--- config.mk ---
export PLATFORM = sky130hd
export DESIGN_NAME = iram_loadable
export DESIGN_NICKNAME = d
export VERILOG_FILES = /design/src/rtl/iram_loadable.sv
export SDC_FILE = /design/constraint.sdc
export NUM_CORES = 2
export LEC_CHECK = 0
export ABC_CLOCK_PERIOD_IN_PS = 5550
export BUFFER_PORTS_ARGS = -buffer_cell sky130_fd_sc_hd__buf_2
export CAP_MARGIN = 20
export CORE_MARGIN = 2
export CORE_UTILIZATION = 54
export DETAILED_ROUTE_END_ITERATION = 7
export PLACE_DENSITY = 0.7
export SLEW_MARGIN = 20
export SYNTH_ARGS = -nofsm -noshare
export SYNTH_HDL_FRONTEND = slang
export SYNTH_SLANG_ARGS = --single-unit
--- constraint.sdc ---
create_clock -name clk_i -period 5.55 [get_ports clk_i]
set_input_delay 0.8325 -clock clk_i [delete_from_list [all_inputs] [get_ports clk_i]]
set_output_delay 0.8325 -clock clk_i [all_outputs]
set_load 0.05 [all_outputs]
--- src/rtl/iram_loadable.sv ---
// iram_loadable: loadable 16-bit instruction RAM with post-reset clear sweep and byte-stream load port.
// Define IRAM_REG_READ_EN for a registered (1-cycle) fetch path; default is a combinational fetch.
module iram_loadable #(
    parameter int          ADDR_W    = 8,
    parameter int          DEPTH     = 128,
    parameter logic [15:0] FILL_WORD = 16'h0000
) (
    input  logic              clk_i,
    input  logic              rst_ni,
    input  logic [ADDR_W-1:0] addr_i,
    output logic [15:0]       q_o,
    output logic              misalign_o,
    output logic              oor_o,
    output logic              busy_o,
    input  logic              ld_start_i,
    input  logic              ld_valid_i,
    input  logic [7:0]        ld_data_i,
    input  logic              ld_last_i,
    output logic              ld_ready_o,
    output logic [ADDR_W-1:0] ld_count_o,
    output logic              ld_err_o
);
    localparam int PW = (DEPTH > 1) ? $clog2(DEPTH) : 1;

    typedef enum logic [1:0] {CLEAR, IDLE, LOAD_LO, LOAD_HI} state_t;

    state_t            state_q, state_d;
    logic [PW-1:0]     ptr_q, ptr_d;
    logic [7:0]        hold_q, hold_d;
    logic [ADDR_W-1:0] cnt_q, cnt_d;
    logic              err_q, err_d;
    logic              we;
    logic [15:0]       wdata;
    logic [15:0]       mem [DEPTH];
    logic [ADDR_W-2:0] idx;
    logic [15:0]       rd_data;
    logic              accept;
    logic              last_ptr;

    assign idx        = addr_i[ADDR_W-1:1];
    assign misalign_o = addr_i[0];
    assign oor_o      = {1'b0, idx} >= ADDR_W'(DEPTH);
    assign busy_o     = state_q != IDLE;
    assign ld_ready_o = state_q == LOAD_LO || state_q == LOAD_HI;
    assign ld_count_o = cnt_q;
    assign ld_err_o   = err_q;
    assign accept     = ld_valid_i && ld_ready_o;
    assign last_ptr   = ptr_q == PW'(DEPTH - 1);
    assign rd_data    = (busy_o || oor_o) ? FILL_WORD : mem[idx[PW-1:0]];

    always_comb begin
        state_d = state_q;
        ptr_d   = ptr_q;
        hold_d  = hold_q;
        cnt_d   = cnt_q;
        err_d   = err_q;
        we      = 1'b0;
        wdata   = FILL_WORD;
        case (state_q)
            CLEAR: begin
                we      = 1'b1;
                ptr_d   = last_ptr ? '0 : ptr_q + PW'(1);
                state_d = last_ptr ? IDLE : CLEAR;
            end
            IDLE: begin
                if (ld_start_i) begin
                    ptr_d   = '0;
                    cnt_d   = '0;
                    err_d   = 1'b0;
                    state_d = LOAD_LO;
                end
            end
            LOAD_LO: begin
                if (accept) begin
                    hold_d = ld_data_i;
                    // An odd-length program pads its final word's high byte with fill.
                    if (ld_last_i) begin
                        we      = 1'b1;
                        wdata   = {FILL_WORD[15:8], ld_data_i};
                        cnt_d   = cnt_q + ADDR_W'(1);
                        err_d   = 1'b1;
                        state_d = IDLE;
                    end else begin
                        state_d = LOAD_HI;
                    end
                end
            end
            LOAD_HI: begin
                if (accept) begin
                    we    = 1'b1;
                    wdata = {ld_data_i, hold_q};
                    cnt_d = cnt_q + ADDR_W'(1);
                    if (ld_last_i) begin
                        state_d = IDLE;
                    end else if (last_ptr) begin
                        err_d   = 1'b1;
                        state_d = IDLE;
                    end else begin
                        ptr_d   = ptr_q + PW'(1);
                        state_d = LOAD_LO;
                    end
                end
            end
        endcase
    end

    always_ff @(posedge clk_i) begin
        if (!rst_ni) begin
            state_q <= CLEAR;
            ptr_q   <= '0;
            hold_q  <= '0;
            cnt_q   <= '0;
            err_q   <= 1'b0;
        end else begin
            state_q <= state_d;
            ptr_q   <= ptr_d;
            hold_q  <= hold_d;
            cnt_q   <= cnt_d;
            err_q   <= err_d;
        end
    end

    always_ff @(posedge clk_i) begin
        if (rst_ni && we) mem[ptr_q] <= wdata;
    end

`ifdef IRAM_REG_READ_EN
    logic [15:0] q_q;
    always_ff @(posedge clk_i) begin
        q_q <= !rst_ni ? FILL_WORD : rd_data;
    end
    assign q_o = q_q;
`else
    assign q_o = rd_data;
`endif

endmodule

==> Word-level counts from Yosys, hierarchy flattened <==
Memory sizes are Yosys's and may differ from the RTL's.
Cells that the tools add are included.
{ "word_totals": {"word_cells": 68, "memories": 1, "out_inout_bits": 29, "ramBits": 2048, "reg_bits": 26} }
{ "op_classes": {"n_reduce_logical": 11, "add_sub_neg": 2, "eq_ne": 12, "n_mux": 37} }
{ "memory_table": {"columns": ["memory", "words", "width", "read_ports", "rd_clocked_by_memory_dff", "write_ports", "line", "source"], "rows": [
  ["mem", 128, 16, 1, 0, 1, "34", "logic [15:0] mem [DEPTH];"]
]} }
{ "ops": {"columns": ["cell", "n"], "rows": [
  ["$mux W8", 6],
  ["$mux W7", 5],
  ["$mux W16", 2],
  ["$pmux W16 S2", 1],
  ["$pmux W8 S3", 1],
  ["$pmux W7 S3", 1],
  ["$ne A2 B2 Y1 const B", 7],
  ["$mux W1", 12],
  ["$mux W2", 6],
  ["$reduce_and A5 Y1", 2],
  ["$add A8 B1 Y8 const B", 1],
  ["$pmux W2 S4", 1],
  ["$add A7 B1 Y7 const B", 1],
  ["$eq A7 B7 Y1 const B", 1],
  ["$reduce_and A7 Y1", 1],
  ["$pmux W1 S3", 2],
  ["$reduce_bool A3 Y1", 2],
  ["$eq A2 B2 Y1 const B", 2],
  ["$reduce_and A3 Y1", 1],
  ["$eq A2 B1 Y1 const B", 1],
  ["$logic_and A1 B1 Y1", 2],
  ["$logic_not A2 Y1", 1],
  ["$ne A2 B1 Y1 const B", 1],
  ["$reduce_and A2 Y1", 1],
  ["$logic_or A1 B1 Y1", 1]
]} }

==> Logic depth before layout (Yosys ltp) <==
{ "logic_depth": {"word_depth": 8, "ltp_mapped": 10, "mapped_depth_nobuf": 6} }

==> Worst setup path after synthesis <==
OpenSTA, ideal clock, no wires.
{ "synth_path": {"path_type": "input-to-reg", "start": "input port ld_last_i", "end": "memory mem[0][0], data pin", "required_ps": 4754, "path_buffers": 1, "stages": 5, "slack_ps": 487, "arrival_ps": 4267, "path_cell_list": "clkbuf_1 > nand2_1 > nor2_1 > a21oi_1 > nor2_1"} }
{ "synth_via": {"elab_chain_cells": 3} }
{ "synth_rtl": {"columns": ["element", "line", "source"], "rows": [
  ["start: declaration", "18", "input logic ld_last_i,"],
  ["$mux W8", "77", "if (ld_last_i) begin"],
  ["$mux W8", "74", "if (accept) begin"],
  ["$pmux W16 S2", "59", "case (state_q)"],
  ["named net wdata[0]", "33", "logic [15:0] wdata;"],
  ["end: declaration", "34", null]
]} }
The timed path passes the listed nets, and every way through them passes these cells.

==> Final worst setup path <==
{ "layout_path": {"start": "input port addr_i[1]", "end": "output port q_o[6]"} }
{ "layout_via": {"elab_chain_cells": 2} }
{ "layout_rtl": {"columns": ["element", "line", "source"], "rows": [
  ["start: declaration", "10", "input logic [ADDR_W-1:0] addr_i,"],
  ["$mem_v2 Z128 W16", null, null],
  ["$mux W16", "49", "assign rd_data = (busy_o || oor_o) ? FILL_WORD : mem[idx[PW-1:0]];"],
  ["end: declaration", "11", "output logic [15:0] q_o,"]
]} }
No other way between the ends.

==> summary.txt <==
Final layout
  – Final std cells w/o fill: 6370
  – Fillers: 10049
  – Layout area overhead: 13.14%
  – Nets: 4300
  – Multi-input logic area: 0.01725 mm²
  – Finished Cell Area: 0.09080 mm²
  – Reg area: 0.06202 mm²
  – Fraction of layout cells with a size suffix above 1: 24.17%

Die
  – Die W: 389.5 µm
  – Core ar.: 0.1477 mm²
  – Row count: 141
  – Io pins: 50
  – Area of the die: 0.1517 mm²
  – Starting density of the core: 54.35%
  – Die height: 389.5 µm

Min path
  – Hold Crit Depth: 3
  – Hold Startpoint: ld_data_i[5]
  – Worst min-delay path class: input pin to flop
  – Hold endpoint: hold_q[5]

Timing
  – Final setup viols: 0
  – Slew Limit Fails: 0
  – Final WS setup: 0.1918 ns
  – Fin crit period: 5.358 ns
  – Final TNS setup: 0 ns
  – Hold Fails Final Rpt: 0
  – Worst-Margin Slew: 1.165 ns
  – Final period util: 96.54%
  – Hold_ws: 0.3031 ns
  – Clk_skew: 0.05009 ns
  – Maximum clock rate: 186.6 MHz
  – RSZ-0062 raised after global routing: no
  – Max_slew headroom: 22.31%

Clocking
  – Root Driver: clkbuf_16
  – H-tree levels: 4
  – Clk sinks: 2074
  – CTS tree: done
  – CTS Hold Bufs: 0
  – Setup bufs post-CTS: 0
  – Num CTS Buffers: 198
  – Clock Tree Buf Depth: 3
  – Post-CTS resize count: 0
  – Clk_lat worst skew: 0.85 ns
  – CTS clk-pin slew, worst paths: 0.06 ns

Power and ir drop
  – P_int: 24.72 mW
  – Clock power share: 42.0%
  – NetSw: 6.386 mW
  – Comb pwr share: 3.5%
  – Total power divided by cell area: 342.6 mW/mm²
  – Worst vdd ir: 0.2794 mV
  – Leak Pwr: 29.45 nW
  – Seq pwr share: 54.6%
  – Switching Fraction: 20.53%

Route
  – DRT iter0 DRCs: 5859
  – Final ANT Viol Nets: 0
  – Wire per inst: 31.78 µm
  – Post-DR vias/cell: 6.542
  – Vias: 41670
  – Routed WL: 202400 µm
  – # DRC: 0
  – Detailed Routing Iterations Pass 1: 6

Worst setup path
  – Setup CP Type: input pin to output pin
  – Arr. time, crit path: 4.53 ns
  – Worst flop-to-flop path startpoint: state_q[1]
  – Worst R2R End: mem[117][6]
  – CP Max Fanout: 35
  – Worst EP required: 4.72 ns
  – Worst R2R Setup Slack: 1.71 ns
  – CP startpoint kind: input pin
  – Crit. End Element: output pin
  – Reg2reg path depth: 9

Global routing
  – GRT Residual Overflow: 0
  – Largest net degree at the start of global routing: 129
  – Global-route wire length before repair: 291200 µm
  – All-Layer GR Usage: 26.80%
  – Vias in the first global route: 40871
  – Initial antenna violation count: 4

Synth
  – Syn. warnings: 0
  – Asr flop ratio synth: 0%
  – Most used DFF post-synth: edfxtp_1
  – Syn Inst Count: 3997
  – Dominant cell type by area after synthesis: edfxtp_1
  – Most common cell in the netlist: edfxtp_1
  – Synthesized cell area: 0.08026 mm²
  – Top cell type's share of synthesized area: 76.63%
  – Syn_nets: 4020
  – Avg Cell Area, Syn: 20.08 µm²
  – Number of synthesized flops with an enable pin: 2048
  – Distinct cells, synth: 56
  – Top cells by count, synth: 2048 x edfxtp_1, 400 x mux4_2, 344 x nand3_1, 223 x mux2i_1, 193 x nor2_1
  – Seq cells post-synth: 2074
  – Largest cells by area after synthesis: edfxtp_1 77%, mux4_2 11%, mux2i_1 2.8%
  – Register area share after synthesis: 77.28%

Place
  – Post-DP HPWL: 123500 µm
  – RD Place Congestion: 0.8630
  – Placed inst area: 0.08455 mm²
  – IO Port Bufs: 46
  – Dpl ws: 0.3003 ns
  – Post-placement cell count: 6007

Run
  – Max-cap violations: 0

Run status
  – Outcome: completed
critical path: stages:
cell and delay, ns:
buf_8 0.37, buf_4 0.44, mux4_2 0.54, nand3_1 0.11, nand4_1 0.38, nor4_1 0.89
buf_4 0.27, a41oi_1 0.25, buf_2 0.31
cell usage in the layout (no fill, tap or decap), drive strengths merged, types with 3 or more instances in the layout:
master | netlist | layout
nand2b | 3 | 3
mux4 | 400 | 400
a31oi | 17 | 17
nor2 | 194 | 194
a211oi | 5 | 5
nand2 | 69 | 69
a21oi | 32 | 32
mux2 | 32 | 32
clkbuf | 124 | 242
and2 | 6 | 6
diode | 0 | 4
and3 | 27 | 27
clkinv | 0 | 89
nor3b | 4 | 4
edfxtp | 2048 | 2048
dfxtp | 26 | 26
and3b | 5 | 5
buf | 129 | 333
xor2 | 5 | 5
clkinvlp | 0 | 4
nor4 | 17 | 17
o221ai | 15 | 15
nor2b | 12 | 12
a41oi | 15 | 15
xnor2 | 4 | 4
a22oi | 78 | 78
mux2i | 223 | 223
o21ai | 7 | 7
nand3 | 344 | 344
bufinv | 0 | 15
inv | 3 | 12
nand4b | 3 | 3
o22ai | 14 | 14
nor3 | 16 | 16
a21boi | 10 | 10
nand4 | 84 | 84
o211ai | 4 | 4
area by class of cell:
type,count,area share [%]
well taps,1930,2.659
repair buffers,333,3.158
diodes,4,0.01102
clock inverters,117,1.164
flip-flops and latches,2074,68.30
clock buffers,242,5.696
inverters,3,0.01240
multi-input cells,1667,19.00
sequential cells by signal, summed over array words and instances (netlist names):
register / count
mem: 2048
hold_q: 8
ld_count_o: 8
ptr_q: 7
state_q: 2
ld_err_o: 1
worst max path at each step:
| stage | to | cells past startpoint | from | slack, ns |
|---|---|---|---|---|
| 6_report | q_o[6] | 9 | addr_i[1] | 0.19 |
| 5_1_grt | q_o[8] | 10 | addr_i[1] | 0.18 |
| 4_1_cts | q_o[7] | 9 | addr_i[1] | 0.29 |
| 3_5_place_dp | q_o[7] | 9 | addr_i[1] | 0.30 |
| 3_3_place_gp | q_o[6] | 10 | addr_i[1] | 0.24 |
| 2_1_floorplan | mem[0][0] | 5 | ld_last_i | 0.49 |
power groups by stage:
stage / Clock, mW / Sequential [mW] / Combinational, mW
2_1_floorplan: 0 / 17.3 / 0.676
3_3_place_gp: 0 / 17.3 / 1.06
3_5_place_dp: 0 / 17.3 / 1.07
4_1_cts: 13.2 / 17.0 / 1.07
5_1_grt: 13.8 / 17.0 / 1.12
6_report: 13.1 / 17.0 / 1.08
routing by layer:
metal	global-route usage, %	part of all wire [%]	wire length, µm
met1	37.58	38	76520
met2	41.70	47	95980
met3	5.054	10	20390
met4	11.71	4.7	9509
met5	0	0.013	27
through the flow:
stage | total power [mW] | utilization (%)
floorplan | 17.98 | -
global placement | 18.37 | 57.21
detailed placement | 18.38 | 57.26
CTS | 31.25 | 61.48
global route | 31.88 | 61.49
finish | 31.11 | 61.49
kinds of logic (layout without fill, tap and decap cells):
| kind of cell | after synthesis | after routing | synth area share (%) |
|---|---|---|---|
| XOR/XNOR | 9 | 9 | 0.09821 |
| AO/OA/AOI/OAI | 206 | 206 | 1.813 |
| buffers and inverters | 256 | 695 | 1.439 |
| adder cells (fa/ha/maj) | 2 | 2 | 0.03118 |
| other | 1 | 5 | 0.004673 |
| flip-flops | 2074 | 2074 | 77.28 |
| multiplexers | 655 | 655 | 14.46 |
| AND/OR/NAND/NOR | 794 | 794 | 4.881 |
(Power assumes the default switching activity.)
